[config.mk]
export PLATFORM = sky130hd
export DESIGN_NAME = mult_issue_ctrl_flat
export DESIGN_NICKNAME = d
export VERILOG_FILES = /design/src/rtl/mult_issue_ctrl_if.sv /design/src/rtl/mult_issue_ctrl.sv /design/src/flat_wrapper.sv
export SDC_FILE = /design/constraint.sdc
export NUM_CORES = 1
export LEC_CHECK = 0
export BUFFER_PORTS_ARGS = -buffer_cell sky130_fd_sc_hd__buf_4
export CAP_MARGIN = 20
export CORE_MARGIN = 2
export CORE_UTILIZATION = 51
export CTS_BUF_LIST = sky130_fd_sc_hd__clkbuf_4 sky130_fd_sc_hd__clkbuf_8
export DETAILED_ROUTE_END_ITERATION = 8
export PLACE_DENSITY = 0.95
export SYNTH_ARGS = -nofsm -noshare
export SYNTH_HDL_FRONTEND = slang
export SYNTH_SLANG_ARGS = --single-unit
[constraint.sdc]
create_clock -name clock_in -period 2.8 [get_ports clock_in]
set_input_delay 0.42 -clock clock_in [delete_from_list [all_inputs] [get_ports clock_in]]
set_output_delay 0.42 -clock clock_in [all_outputs]
set_load 0.005 [all_outputs]
[src/rtl/mult_issue_ctrl_if.sv]
// rtl/mult_issue_ctrl_if.sv - request, response and multiplier-side signal bundle for mult_issue_ctrl
//
// Purpose: groups the three channels around the issue controller.
//   req_*  : operand pair + tag into the controller (valid/ready)
//   rsp_*  : product + tag + timeout flag out of the controller (valid/ready)
//   mul_*  : enable/operand bus to, and busy/product bus from, the sign_mult core
// Modports:
//   slave  : the controller side (mult_issue_ctrl)
//   master : the environment side (requester, consumer and multiplier)

interface mult_issue_ctrl_if #(
   parameter int TAG_W = 4
) ();

   logic              req_valid;
   logic              req_ready;
   logic [31:0]       req_a;
   logic [31:0]       req_b;
   logic [TAG_W-1:0]  req_tag;

   logic              rsp_valid;
   logic              rsp_ready;
   logic [63:0]       rsp_product;
   logic [TAG_W-1:0]  rsp_tag;
   logic              rsp_timeout;

   logic              mul_enable;
   logic [63:0]       mul_operands;
   logic              mul_busy;
   logic [63:0]       mul_product;

   modport slave (
      input  req_valid, req_a, req_b, req_tag,
      output req_ready,
      output rsp_valid, rsp_product, rsp_tag, rsp_timeout,
      input  rsp_ready,
      output mul_enable, mul_operands,
      input  mul_busy, mul_product
   );

   modport master (
      output req_valid, req_a, req_b, req_tag,
      input  req_ready,
      input  rsp_valid, rsp_product, rsp_tag, rsp_timeout,
      output rsp_ready,
      input  mul_enable, mul_operands,
      output mul_busy, mul_product
   );

endinterface

[src/rtl/mult_issue_ctrl.sv]
// rtl/mult_issue_ctrl.sv - single-outstanding issue sequencer in front of the sign_mult Booth multiplier
//
// Purpose: accepts one operand pair at a time, launches the multiplier with a
// one-cycle enable, holds the operand bus stable for the whole iteration,
// captures the product when busy falls (or when the busy watchdog expires)
// and returns it with its tag on the response channel.
// Ports:
//   clock_in   : rising-edge clock
//   reset_n    : asynchronous active-low reset
//   bus.req_*  : request channel (valid/ready, signed a/b, tag)
//   bus.rsp_*  : response channel (valid/ready, 64-bit product, tag, timeout)
//   bus.mul_*  : multiplier control (enable pulse, operand bus, busy, product)
// Parameters:
//   TAG_W          : tag width
//   TIMEOUT_CYCLES : busy cycles tolerated in WAIT before a forced timeout
//                    response; keep it >= 33 so a healthy 32-iteration
//                    multiply never trips it.

module mult_issue_ctrl #(
   parameter int TAG_W          = 4,
   parameter int TIMEOUT_CYCLES = 40
) (
   input  logic              clock_in,
   input  logic              reset_n,
   mult_issue_ctrl_if.slave  bus
);

   localparam int WD_W = $clog2(TIMEOUT_CYCLES + 1);

   typedef enum logic [1:0] {
      S_IDLE   = 2'd0,
      S_LAUNCH = 2'd1,
      S_WAIT   = 2'd2,
      S_RESP   = 2'd3
   } state_t;

   state_t            state_q;
   state_t            state_d;

   logic [63:0]       operands_q;
   logic [TAG_W-1:0]  tag_q;
   logic [63:0]       product_q;
   logic [TAG_W-1:0]  rsp_tag_q;
   logic              timeout_q;
   logic [WD_W-1:0]   watchdog_q;

   logic              accept;
   logic              capture;
   logic              timeout_hit;
   logic              req_ready_c;
   logic              mul_enable_c;
   logic              rsp_valid_c;

   // -------------------------------------------------------------------
   // State register
   // -------------------------------------------------------------------
   always_ff @(posedge clock_in or negedge reset_n) begin
      if (!reset_n) begin
         state_q <= S_IDLE;
      end else begin
         state_q <= state_d;
      end
   end

   // -------------------------------------------------------------------
   // Next-state and control outputs
   // -------------------------------------------------------------------
   always_comb begin
      state_d      = state_q;
      req_ready_c  = 1'b0;
      mul_enable_c = 1'b0;
      rsp_valid_c  = 1'b0;
      accept       = 1'b0;
      capture      = 1'b0;
      timeout_hit  = 1'b0;

      unique case (state_q)
         S_IDLE: begin
            // Gating with reset_n keeps ready low while reset is held.
            // Gating with mul_busy keeps a stuck or still-running multiplier
            // (after a timeout or a mid-operation reset) from being relaunched.
            req_ready_c = reset_n && !bus.mul_busy;
            if (bus.req_valid && req_ready_c) begin
               accept  = 1'b1;
               state_d = S_LAUNCH;
            end
         end

         S_LAUNCH: begin
            mul_enable_c = 1'b1;
            state_d      = S_WAIT;
         end

         S_WAIT: begin
            if (!bus.mul_busy) begin
               capture = 1'b1;
               state_d = S_RESP;
            end else if (watchdog_q == WD_W'(TIMEOUT_CYCLES - 1)) begin
               // This busy cycle is the TIMEOUT_CYCLES-th one: give up.
               capture     = 1'b1;
               timeout_hit = 1'b1;
               state_d     = S_RESP;
            end
         end

         S_RESP: begin
            rsp_valid_c = 1'b1;
            if (bus.rsp_ready) begin
               state_d = S_IDLE;
            end
         end

         default: begin
            state_d = S_IDLE;
         end
      endcase
   end

   // -------------------------------------------------------------------
   // Datapath: operand/tag hold, watchdog, response capture
   // -------------------------------------------------------------------
   always_ff @(posedge clock_in or negedge reset_n) begin
      if (!reset_n) begin
         operands_q <= '0;
         tag_q      <= '0;
         product_q  <= '0;
         rsp_tag_q  <= '0;
         timeout_q  <= 1'b0;
         watchdog_q <= '0;
      end else begin
         // Operands are only loaded on acceptance, so the bus stays frozen
         // from LAUNCH until the response has been taken; the multiplier
         // re-reads the multiplicand on every iteration.
         if (accept) begin
            operands_q <= {bus.req_a, bus.req_b};
            tag_q      <= bus.req_tag;
         end

         if (state_q == S_LAUNCH) begin
            watchdog_q <= '0;
         end else if (state_q == S_WAIT && bus.mul_busy) begin
            watchdog_q <= watchdog_q + WD_W'(1);
         end

         // Response fields change only on capture, so they are stable for
         // the whole time rsp_valid is waiting on rsp_ready.
         if (capture) begin
            product_q <= bus.mul_product;
            rsp_tag_q <= tag_q;
            timeout_q <= timeout_hit;
         end
      end
   end

   // -------------------------------------------------------------------
   // Outputs
   // -------------------------------------------------------------------
   assign bus.req_ready    = req_ready_c;
   assign bus.mul_enable   = mul_enable_c;
   assign bus.mul_operands = operands_q;
   assign bus.rsp_valid    = rsp_valid_c;
   assign bus.rsp_product  = product_q;
   assign bus.rsp_tag      = rsp_tag_q;
   assign bus.rsp_timeout  = timeout_q;

endmodule

[src/flat_wrapper.sv]
// flat-port wrapper written by rule: the top's interface ports become plain ports
module mult_issue_ctrl_flat 
#(
   parameter int TAG_W          = 4,
   parameter int TIMEOUT_CYCLES = 40
)
  (clock_in, reset_n, bus_req_valid, bus_req_a, bus_req_b, bus_req_tag, bus_req_ready, bus_rsp_valid, bus_rsp_product, bus_rsp_tag, bus_rsp_timeout, bus_rsp_ready, bus_mul_enable, bus_mul_operands, bus_mul_busy, bus_mul_product);
  mult_issue_ctrl_if #(.TAG_W(TAG_W)) bus_i ();
  input  logic clock_in;
  input  logic reset_n;
  input wire logic [$bits(bus_i.req_valid)-1:0] bus_req_valid;
  input wire logic [$bits(bus_i.req_a)-1:0] bus_req_a;
  input wire logic [$bits(bus_i.req_b)-1:0] bus_req_b;
  input wire logic [$bits(bus_i.req_tag)-1:0] bus_req_tag;
  output wire logic [$bits(bus_i.req_ready)-1:0] bus_req_ready;
  output wire logic [$bits(bus_i.rsp_valid)-1:0] bus_rsp_valid;
  output wire logic [$bits(bus_i.rsp_product)-1:0] bus_rsp_product;
  output wire logic [$bits(bus_i.rsp_tag)-1:0] bus_rsp_tag;
  output wire logic [$bits(bus_i.rsp_timeout)-1:0] bus_rsp_timeout;
  input wire logic [$bits(bus_i.rsp_ready)-1:0] bus_rsp_ready;
  output wire logic [$bits(bus_i.mul_enable)-1:0] bus_mul_enable;
  output wire logic [$bits(bus_i.mul_operands)-1:0] bus_mul_operands;
  input wire logic [$bits(bus_i.mul_busy)-1:0] bus_mul_busy;
  input wire logic [$bits(bus_i.mul_product)-1:0] bus_mul_product;
  assign bus_i.req_valid = bus_req_valid;
  assign bus_i.req_a = bus_req_a;
  assign bus_i.req_b = bus_req_b;
  assign bus_i.req_tag = bus_req_tag;
  assign bus_req_ready = bus_i.req_ready;
  assign bus_rsp_valid = bus_i.rsp_valid;
  assign bus_rsp_product = bus_i.rsp_product;
  assign bus_rsp_tag = bus_i.rsp_tag;
  assign bus_rsp_timeout = bus_i.rsp_timeout;
  assign bus_i.rsp_ready = bus_rsp_ready;
  assign bus_mul_enable = bus_i.mul_enable;
  assign bus_mul_operands = bus_i.mul_operands;
  assign bus_i.mul_busy = bus_mul_busy;
  assign bus_i.mul_product = bus_mul_product;
  mult_issue_ctrl #(.TAG_W(TAG_W), .TIMEOUT_CYCLES(TIMEOUT_CYCLES)) u_core (.clock_in(clock_in), .reset_n(reset_n), .bus(bus_i));
endmodule
==> results.json, run 1 <==
{
  "via_per_inst": 5.01,
  "status": "completed",
  "placedCellCount": 742,
  "peakVddDrop_v": 0.000666,
  "crit_family": "compound AO/OA/AOI/OAI gates",
  "yosysSeqAreaShare_pct": 64.3,
  "min_period_ns": 2.07,
  "hold_ws_ns": 0.213,
  "reg2reg_from": "u_core.watchdog_q[0]",
  "numCtsBuffers": 17,
  "wire_per_inst_um": 18.2,
  "critPathArrivalTime_ns": 2.39,
  "grt.met1_usage_pct": 25.3,
  "finalWorstSetupSlack_ns": 0.726,
  "ys_warn_count": 0,
  "synthCells": 338,
  "track_usage_pct": 24.0,
  "place_congestion": 0.758,
  "dieArea_um2": 11900,
  "worst_r2r_path_depth": 6,
  "cts_root_buf": "clkbuf_8",
  "final_area_um2": 8290,
  "nNetsFinal": 765,
  "finalCritPeriodShare_pct": 74.1,
  "cts_resized": 0,
  "critical_path_buf_inv_count": 1,
  "fin_cells": 774,
  "grt_pass1_wl_um": 21200,
  "tritoncts": "done",
  "slew_viol_final": 0,
  "register_area_um2": 3630,
  "postCtsHoldBufs": 1,
  "clock-skew-final_ns": 0.00687,
  "use_met2_pct": 44.6,
  "fill_cells": 685,
  "cp_max_fo": 15,
  "cts_sinks": 145,
  "via_count": 3877,
  "maxCapViolCount": 0,
  "antenna_found_initial": 0,
  "worstSkewPairLatency_ns": 0.43,
  "drive_gt1_share_pct": 71.1,
  "min-delay-start": "bus_mul_product[54]",
  "grt_setup_unrepaired": "no",
  "syn_area_um2": 5650,
  "rows": 38,
  "hp-class": "primary input to flop",
  "end_kind": "flop",
  "drt-pass1-iter-count": 4,
  "cts-htree-levels": 4,
  "cpPeakStageDelay_ns": 0.53,
  "cp.required_ns": 3.12,
  "dp_slack_ns": 0.739,
  "cpMaxStageDelayCell": "o21ai_4",
  "placed_area_um2": 7890,
  "wirelength_um": 14100,
  "synth_area_per_cell_um2": 16.7,
  "post_cts_buffers": 0,
  "gr-usage-met3_pct": 7.65,
  "crit_start": "u_core.watchdog_q[0]",
  "total_power_mw": 8.84,
  "ant_nets": 0,
  "io_pins": 273,
  "clockBufferDepth": 2,
  "diodes": 0,
  "clk_pin_slew_ns": 0.08,
  "area_delta_synth_final_pct": 46.8,
  "syn_nets": 481,
  "powerDensity_nw_per_um2": 1070,
  "coreArea_um2": 10800,
  "ys_seq_elements": 145,
  "p_leak_nw": 4.20,
  "top_usage_layer": "met2",
  "r2r_slack_ns": 0.73,
  "grt_start_max_net_pins": 137,
  "min_to": "u_core.bus.rsp_product[54]",
  "path_cells": "ha_1, nand2_1, nor3_2, o21ai_4, buf_4, mux2_4",
  "setup_viol": 0,
  "io_buffers": 272,
  "synthDistinctLibCells": 25,
  "worst_slew_pin_slew_ns": 0.693,
  "fmax_mhz": 482,
  "die_x_um": 109,
  "reg2reg_to": "u_core.bus.rsp_product[23]",
  "start_util_pct": 52.1,
  "worst_setup_path_start_kind": "flop",
  "hold_depth": 2,
  "relSlewSlack_pct": 53.8,
  "grt_pass1_vias": 4211,
  "multi_input_area_um2": 1910,
  "final_util_pct": 76.5,
  "hold_violations": 0,
  "drtIter0Drc": 178,
  "post-dp-hpwl_um": 10400,
  "crit_type": "flop to flop",
  "drc": 0,
  "dieHeight_um": 109,
  "fin_tns_setup_ns": 0,
  "gr-total-overflow": 0
}
[cells in the final DEF (no fill, tap or decap), drive strengths merged]
master	count
dlygate4sd3	1
a22o	1
xnor2	1
and3	2
o21ai	1
nand2	4
bufinv	2
inv	4
a21oi	3
buf	279
nor2	6
nor3	1
or3	1
nand4	2
mux2	137
mux2i	1
clkinv	4
and2	1
ha	6
clkbuf	25
xor2	4
dfrtp	145
nand2b	1
nand3b	1
o32a	1
[synthesized netlist by cell type]
cell type / instances / area, um2
xnor2_1: 1 / 8.76
xor2_1: 4 / 35.0
a21oi_1: 3 / 15.0
buf_6: 5 / 56.3
clkbuf_1: 1 / 3.75
mux2_2: 117 / 1320
mux2_4: 20 / 300
buf_4: 1 / 7.51
nand4_1: 2 / 12.5
nor3_2: 1 / 10.0
or3_1: 1 / 6.26
nand2_1: 4 / 15.0
ha_1: 6 / 75.1
a22o_1: 1 / 8.76
nand3b_1: 1 / 7.51
buf_2: 8 / 40.0
mux2i_1: 1 / 10.0
nor2_1: 6 / 22.5
o32a_1: 1 / 10.0
and2_1: 1 / 6.26
nand2b_4: 1 / 13.8
o21ai_2: 1 / 8.76
dfrtp_1: 145 / 3630
and3_1: 2 / 12.5
inv_1: 4 / 15.0
[cells by family (layout without fill, tap and decap cells)]
family	count (synthesis)	after routing	share of synthesized area, %
multiplexers	138	138	28.8
flip-flops	145	145	64.3
AND/OR/NAND/NOR	19	19	1.88
XOR/XNOR	5	5	0.776
adder cells (fa/ha/maj)	6	6	1.33
buffers and inverters	19	315	2.17
AO/OA/AOI/OAI	6	6	0.753
[how the worst max path moves through the flow]
stage                                        to  slack (ns)  depth (start not counted)
finish               u_core.bus.rsp_product[23]        0.73                          6
CTS                  u_core.bus.rsp_product[23]        0.72                          6
detailed placement   u_core.bus.rsp_product[23]        0.74                          6
global placement     u_core.bus.rsp_product[21]        0.78                          6
floorplan           u_core.bus.mul_operands[46]        1.12                          7
global route         u_core.bus.rsp_product[26]        0.61                          6
[layout make-up]
type                    instances  area share [%]
flip-flops and latches        145            43.8
repair buffers                280            26.2
multi-input cells             174            23.0
clock buffers                  25            3.77
well taps                     140            2.11
clock inverters                 6           0.966
inverters                       4           0.181
[sequential cells by signal, summed over array words and instances (netlist names)]
name / count
u_core.bus.rsp_tag: 4
u_core.bus.rsp_timeout: 1
u_core.bus.rsp_product: 64
u_core.state_q: 2
u_core.bus.mul_operands: 64
u_core.tag_q: 4
u_core.watchdog_q: 6
[routing by layer]
layer  vias up  routed length, um
li1       1751                  -
met1      1943               4860
met2       157               7880
met3        26               1050
met4         0                296
met5         -                  0
[where the power goes]
group          switching, mW  internal, mW  total [mW]
registers              0.589          3.12        3.71
logic                   1.17          2.34        3.51
clock network          0.721         0.902        1.62
total                   2.48          6.36        8.84
Power figures use the tool's default switching activity.
==> inputs of run 2 (changes only) <==
--- a/config.mk
+++ b/config.mk
@@ -8,10 +8,10 @@
 export BUFFER_PORTS_ARGS = -buffer_cell sky130_fd_sc_hd__buf_4
 export CAP_MARGIN = 20
 export CORE_MARGIN = 2
-export CORE_UTILIZATION = 51
+export CORE_UTILIZATION = 43
 export CTS_BUF_LIST = sky130_fd_sc_hd__clkbuf_4 sky130_fd_sc_hd__clkbuf_8
 export DETAILED_ROUTE_END_ITERATION = 8
-export PLACE_DENSITY = 0.95
+export PLACE_DENSITY = 0.86
 export SYNTH_ARGS = -nofsm -noshare
 export SYNTH_HDL_FRONTEND = slang
 export SYNTH_SLANG_ARGS = --single-unit
==> constraint.sdc (replaced) <==
create_clock -name clock_in -period 1.9 [get_ports clock_in]
set_input_delay 0.285 -clock clock_in [delete_from_list [all_inputs] [get_ports clock_in]]
set_output_delay 0.285 -clock clock_in [all_outputs]
set_load 0.005 [all_outputs]
==> run 2 against run 1 <==
  * Clock power up 81%
  * Critical endpoint is now u_core.state_q[1]
  * Critical path depth fell by 1
  * Die area up 18%
  * Combinational power increased by 46%
  * Worst setup slack lost 0.64 ns
  * Largest power group unchanged
==> results.json, run 2 (same netlist as run 1, synthesis figures left out) <==
{
  "min_period_ns": 1.82,
  "cpMaxStageDelayCell": "dfrtp_1",
  "critPathArrivalTime_ns": 2.15,
  "io_pins": 273,
  "wire_per_inst_um": 16.8,
  "rows": 41,
  "critical_path_buf_inv_count": 1,
  "drive_gt1_share_pct": 71.5,
  "total_power_mw": 13.5,
  "start_util_pct": 44.4,
  "clk_pin_slew_ns": 0.08,
  "dieArea_um2": 14100,
  "endpoint": "u_core.state_q[1]",
  "fmax_mhz": 550,
  "drc": 0,
  "finalCritPeriodShare_pct": 95.7,
  "nNetsFinal": 769,
  "worst_slew_pin_slew_ns": 0.816,
  "cts-htree-levels": 4,
  "drtIter0Drc": 240,
  "grt_setup_unrepaired": "no",
  "grt_pass1_wl_um": 21500,
  "tritoncts": "done",
  "peakVddDrop_v": 0.000717,
  "maxCapViolCount": 0,
  "ant_nets": 0,
  "worstSkewPairLatency_ns": 0.44,
  "clock-skew-final_ns": 0.0117,
  "path_cells": "inv_1, ha_1, and2_1, a21oi_1, mux2_2",
  "grt_pass1_vias": 4216,
  "post_cts_buffers": 0,
  "r2r_slack_ns": 0.08,
  "layout_common_cells": "buf_4, dfrtp_1, mux2_2, clkbuf_8, mux2_4",
  "numCtsBuffers": 17,
  "post-dp-hpwl_um": 10400,
  "p_leak_nw": 4.24,
  "crit_type": "flop to flop",
  "io_buffers": 272,
  "relSlewSlack_pct": 45.6,
  "place_congestion": 0.768,
  "clockBufferDepth": 2,
  "end_kind": "flop",
  "wirelength_um": 13600,
  "via_per_inst": 4.71,
  "hold_violations": 0,
  "diodes": 0,
  "grt_start_max_net_pins": 68,
  "cts_root_buf": "clkbuf_8",
  "cp_num_cells": 5,
  "reg2reg_from": "u_core.state_q[0]",
  "coreArea_um2": 12700,
  "track_usage_pct": 19.7,
  "hp-class": "primary input to flop",
  "fin_tns_setup_ns": 0,
  "gr-total-overflow": 0,
  "cpPeakStageDelay_ns": 0.41,
  "reg2reg_to": "u_core.state_q[1]",
  "crit_family": "flip-flops",
  "powerDensity_nw_per_um2": 1600,
  "status": "completed",
  "cp_max_fo": 7,
  "die_x_um": 119,
  "setup_viol": 0,
  "crit_start": "u_core.state_q[0]",
  "via_count": 3823,
  "cp.required_ns": 2.23,
  "antenna_found_initial": 0,
  "area_delta_synth_final_pct": 49.3,
  "final_common_cell": "buf_4",
  "dieHeight_um": 119,
  "worst_setup_path_start_kind": "flop",
  "drt-pass1-iter-count": 4,
  "cts_sinks": 145,
  "worst_r2r_path_depth": 5,
  "slew_viol_final": 0
}
## run 2: worst min-delay path by stage
stage | depth (start not counted) | endpoint | start
2_1_floorplan | 0 | u_core.bus.mul_operands[0] | reset_n
3_3_place_gp | 2 | u_core.state_q[1] | reset_n
3_5_place_dp | 2 | u_core.bus.rsp_product[1] | reset_n
4_1_cts | 2 | u_core.bus.mul_operands[16] | bus_req_b[16]
5_1_grt | 2 | u_core.bus.mul_operands[20] | bus_req_b[20]
6_report | 2 | u_core.bus.mul_operands[20] | bus_req_b[20]
## run 2: area by class of cell
cell class / count / area [um2]
tap: 172 / 215
fill: 921 / 4290
timing repair buffer: 284 / 2160
multi-input combinational: 174 / 1910
clock inverter: 10 / 203
clock buffer: 22 / 297
sequential: 145 / 3630
inverter: 4 / 15.0
## run 2: metrics by stage
step / util, % / area (um2) / setup slack (ns) / hold slack (ns) / instances
global placement: 62.2 / 7920 / 0.183 / 0.292 / 778
floorplan: - / 5650 / 0.219 / -0.0106 / 338
detailed placement: 62.2 / 7920 / 0.118 / 0.300 / 778
finish: 66.3 / 8430 / 0.0824 / 0.0755 / 811
global route: 66.3 / 8430 / 0.00974 / 0.0397 / 811
CTS: 66.2 / 8430 / 0.0755 / 0.0415 / 811
## run 2: report_power, final
part,total [mW],leakage (nW),internal [mW],switching [mW]
clock network,2.94,0.252,1.85,1.10
registers,5.44,1.75,4.59,0.846
logic,5.12,2.24,3.43,1.69
total,13.5,4.24,9.87,3.64
## run 2: metal layers
layer	up-vias	GRT usage, %	share of wire, %
li1	1758	-	-
met1	1889	21.6	36
met4	0	7.22	1.9
met5	-	0	0
met2	158	35.3	55
met3	18	6.47	6.9
## run 2: what timing repair did
action	4_1_cts	5_1_grt
hold buffers	1	0
resized for setup	0	1
endpoints found under the setup margin	0	1
endpoints found under the hold margin	78	0
==> inputs of run 3 (changes only) <==
--- a/config.mk
+++ b/config.mk
@@ -8,10 +8,10 @@
 export BUFFER_PORTS_ARGS = -buffer_cell sky130_fd_sc_hd__buf_4
 export CAP_MARGIN = 20
 export CORE_MARGIN = 2
-export CORE_UTILIZATION = 43
+export CORE_UTILIZATION = 40
 export CTS_BUF_LIST = sky130_fd_sc_hd__clkbuf_4 sky130_fd_sc_hd__clkbuf_8
 export DETAILED_ROUTE_END_ITERATION = 8
-export PLACE_DENSITY = 0.86
+export PLACE_DENSITY = 0.82
 export SYNTH_ARGS = -nofsm -noshare
 export SYNTH_HDL_FRONTEND = slang
 export SYNTH_SLANG_ARGS = --single-unit
==> run 3 against run 2 <==
  * Clock power shrank 20%
  * Critical path depth increased by 3
  * Utilization shrank 4.2 points
  * Via count is 2.4% higher
  * Routed wire length rose by 1.4%
  * Global-route usage fell by 2.3 points
  * Clock skew decreased by 0.0032 ns
  * First-iteration DRC count is 37% lower
  * Sequential power hardly changed
  * Die area is 7.2% higher
  * Worst hold slack improved by 0.0017 ns
  * Critical path type unchanged
==> results.json, run 3 (same netlist as run 1, synthesis figures left out) <==
{
  "clock-skew-final_ns": 0.00845,
  "fmax_mhz": 546,
  "grt_pass1_vias": 4163,
  "relSlewSlack_pct": 48.5,
  "clk_pin_slew_ns": 0.08,
  "post-dp-hpwl_um": 10100,
  "gr-total-overflow": 0,
  "antenna_found_initial": 0,
  "critPathArrivalTime_ns": 2.14,
  "finalCritPeriodShare_pct": 96.5,
  "via_per_inst": 4.69,
  "path_cells": "ha_2, nand2_2, nor3_4, o21ai_4, buf_4, buf_12, buf_12, mux2_2",
  "io_pins": 273,
  "reg2reg_from": "u_core.watchdog_q[0]",
  "drt-pass1-iter-count": 4,
  "cts_sinks": 145,
  "via_count": 3916,
  "clockBufferDepth": 2,
  "final_common_cell": "buf_4",
  "rows": 43,
  "tritoncts": "done",
  "hp-class": "primary input to flop",
  "cts_root_buf": "clkbuf_8",
  "path_common_cell": "buf_12",
  "worst_setup_path_start_kind": "flop",
  "dieHeight_um": 123,
  "slew_viol_final": 0,
  "maxCapViolCount": 0,
  "finalWorstSetupSlack_ns": 0.0674,
  "final_area_um2": 8580,
  "setup_viol": 0,
  "coreArea_um2": 13800,
  "placedCellCount": 790,
  "layout_common_cells": "buf_4, dfrtp_1, mux2_2, clkbuf_8, mux2_4",
  "powerDensity_nw_per_um2": 1530,
  "reg2reg_to": "u_core.bus.rsp_product[28]",
  "wire_per_inst_um": 16.5,
  "end_kind": "flop",
  "area_delta_synth_final_pct": 51.9,
  "track_usage_pct": 17.4,
  "cts-htree-levels": 4,
  "numCtsBuffers": 17,
  "crit_start": "u_core.watchdog_q[0]",
  "place_congestion": 0.794,
  "worstSkewPairLatency_ns": 0.43,
  "cpPeakStageDelay_ns": 0.41,
  "ant_nets": 0,
  "min-delay-start": "bus_req_b[26]",
  "p_leak_nw": 4.32,
  "min_to": "u_core.bus.mul_operands[26]",
  "drtIter0Drc": 151,
  "cp_max_fo": 12,
  "total_power_mw": 13.1,
  "worst_r2r_path_depth": 8,
  "dp_slack_ns": 0.0521,
  "peakVddDrop_v": 0.000698,
  "nNetsFinal": 785,
  "wirelength_um": 13800,
  "grt_pass1_wl_um": 20100,
  "start_util_pct": 40.8,
  "cpMaxStageDelayCell": "dfrtp_1",
  "cp.required_ns": 2.21,
  "hold_violations": 0,
  "diodes": 0,
  "fin_cells": 835,
  "r2r_slack_ns": 0.07,
  "status": "completed",
  "drive_gt1_share_pct": 72.4,
  "min_period_ns": 1.83,
  "final_util_pct": 62.0,
  "grt_start_max_net_pins": 143,
  "die_x_um": 123,
  "placed_area_um2": 8020,
  "crit_type": "flop to flop",
  "hold_depth": 2,
  "dieArea_um2": 15100,
  "grt_setup_unrepaired": "yes",
  "drc": 0,
  "worst_slew_pin_slew_ns": 0.772,
  "io_buffers": 272
}
-- run 3: what timing repair did --
item / in CTS / in global routing
endpoints found under the hold margin: 3 / 0
hold buffers: 1 / 0
setup buffers: 0 / 9
endpoints found under the setup margin: 0 / 28
resized for setup: 0 / 3
-- run 3: layer usage --
metal | vias up | wire [um] | global-route usage [%]
li1 | 1791 | - | -
met4 | 0 | 268 | 7.04
met2 | 149 | 7480 | 31.3
met5 | - | 0 | 0
met1 | 1951 | 4960 | 18.6
met3 | 25 | 1060 | 6.04
-- run 3: layout make-up --
type | count | area, um2
Multi-Input combinational cell | 174 | 1920
Tap cell | 180 | 225
Clock inverter | 9 | 78.8
Fill cell | 1048 | 5250
Clock buffer | 23 | 317
Timing Repair Buffer | 300 | 2400
Inverter | 4 | 15.0
Sequential cell | 145 | 3630
-- run 3: per-stage QoR --
step	hold slack, ns	setup TNS [ns]
3_5_place_dp	0.0776	0
5_1_grt	0.0453	-0.0323
3_3_place_gp	0.0767	0
4_1_cts	0.0434	0
6_report	0.0772	0
2_1_floorplan	-0.0106	0
-- run 3: power breakdown --
group	switching, mW	leakage [nW]	internal (mW)	total (mW)
combinational	1.72	2.36	3.65	5.37
sequential	0.819	1.75	4.59	5.41
clock	1.11	0.203	1.24	2.35
total	3.65	4.32	9.47	13.1
-- run 3: worst max path at each step --
stage | end | slack, ns | depth (start not counted)
floorplan | u_core.bus.mul_operands[46] | 0.22 | 7
global placement | u_core.bus.rsp_product[29] | 0.13 | 7
detailed placement | u_core.bus.rsp_product[47] | 0.05 | 7
CTS | u_core.bus.rsp_product[28] | 0.04 | 7
global route | u_core.bus.rsp_product[13] | -0.009 | 8
finish | u_core.bus.rsp_product[28] | 0.07 | 8
-- run 3: worst max-delay path, delay by kind of cell (launching register included) --
family,cells,cell delay (ns)
buffers and inverters,3,0.44
muxes,1,0.33
and+or+nand+nor,2,0.15
adders and majority gates,1,0.22
AOI/OAI and AO/OA,1,0.15
DFF,1,0.41
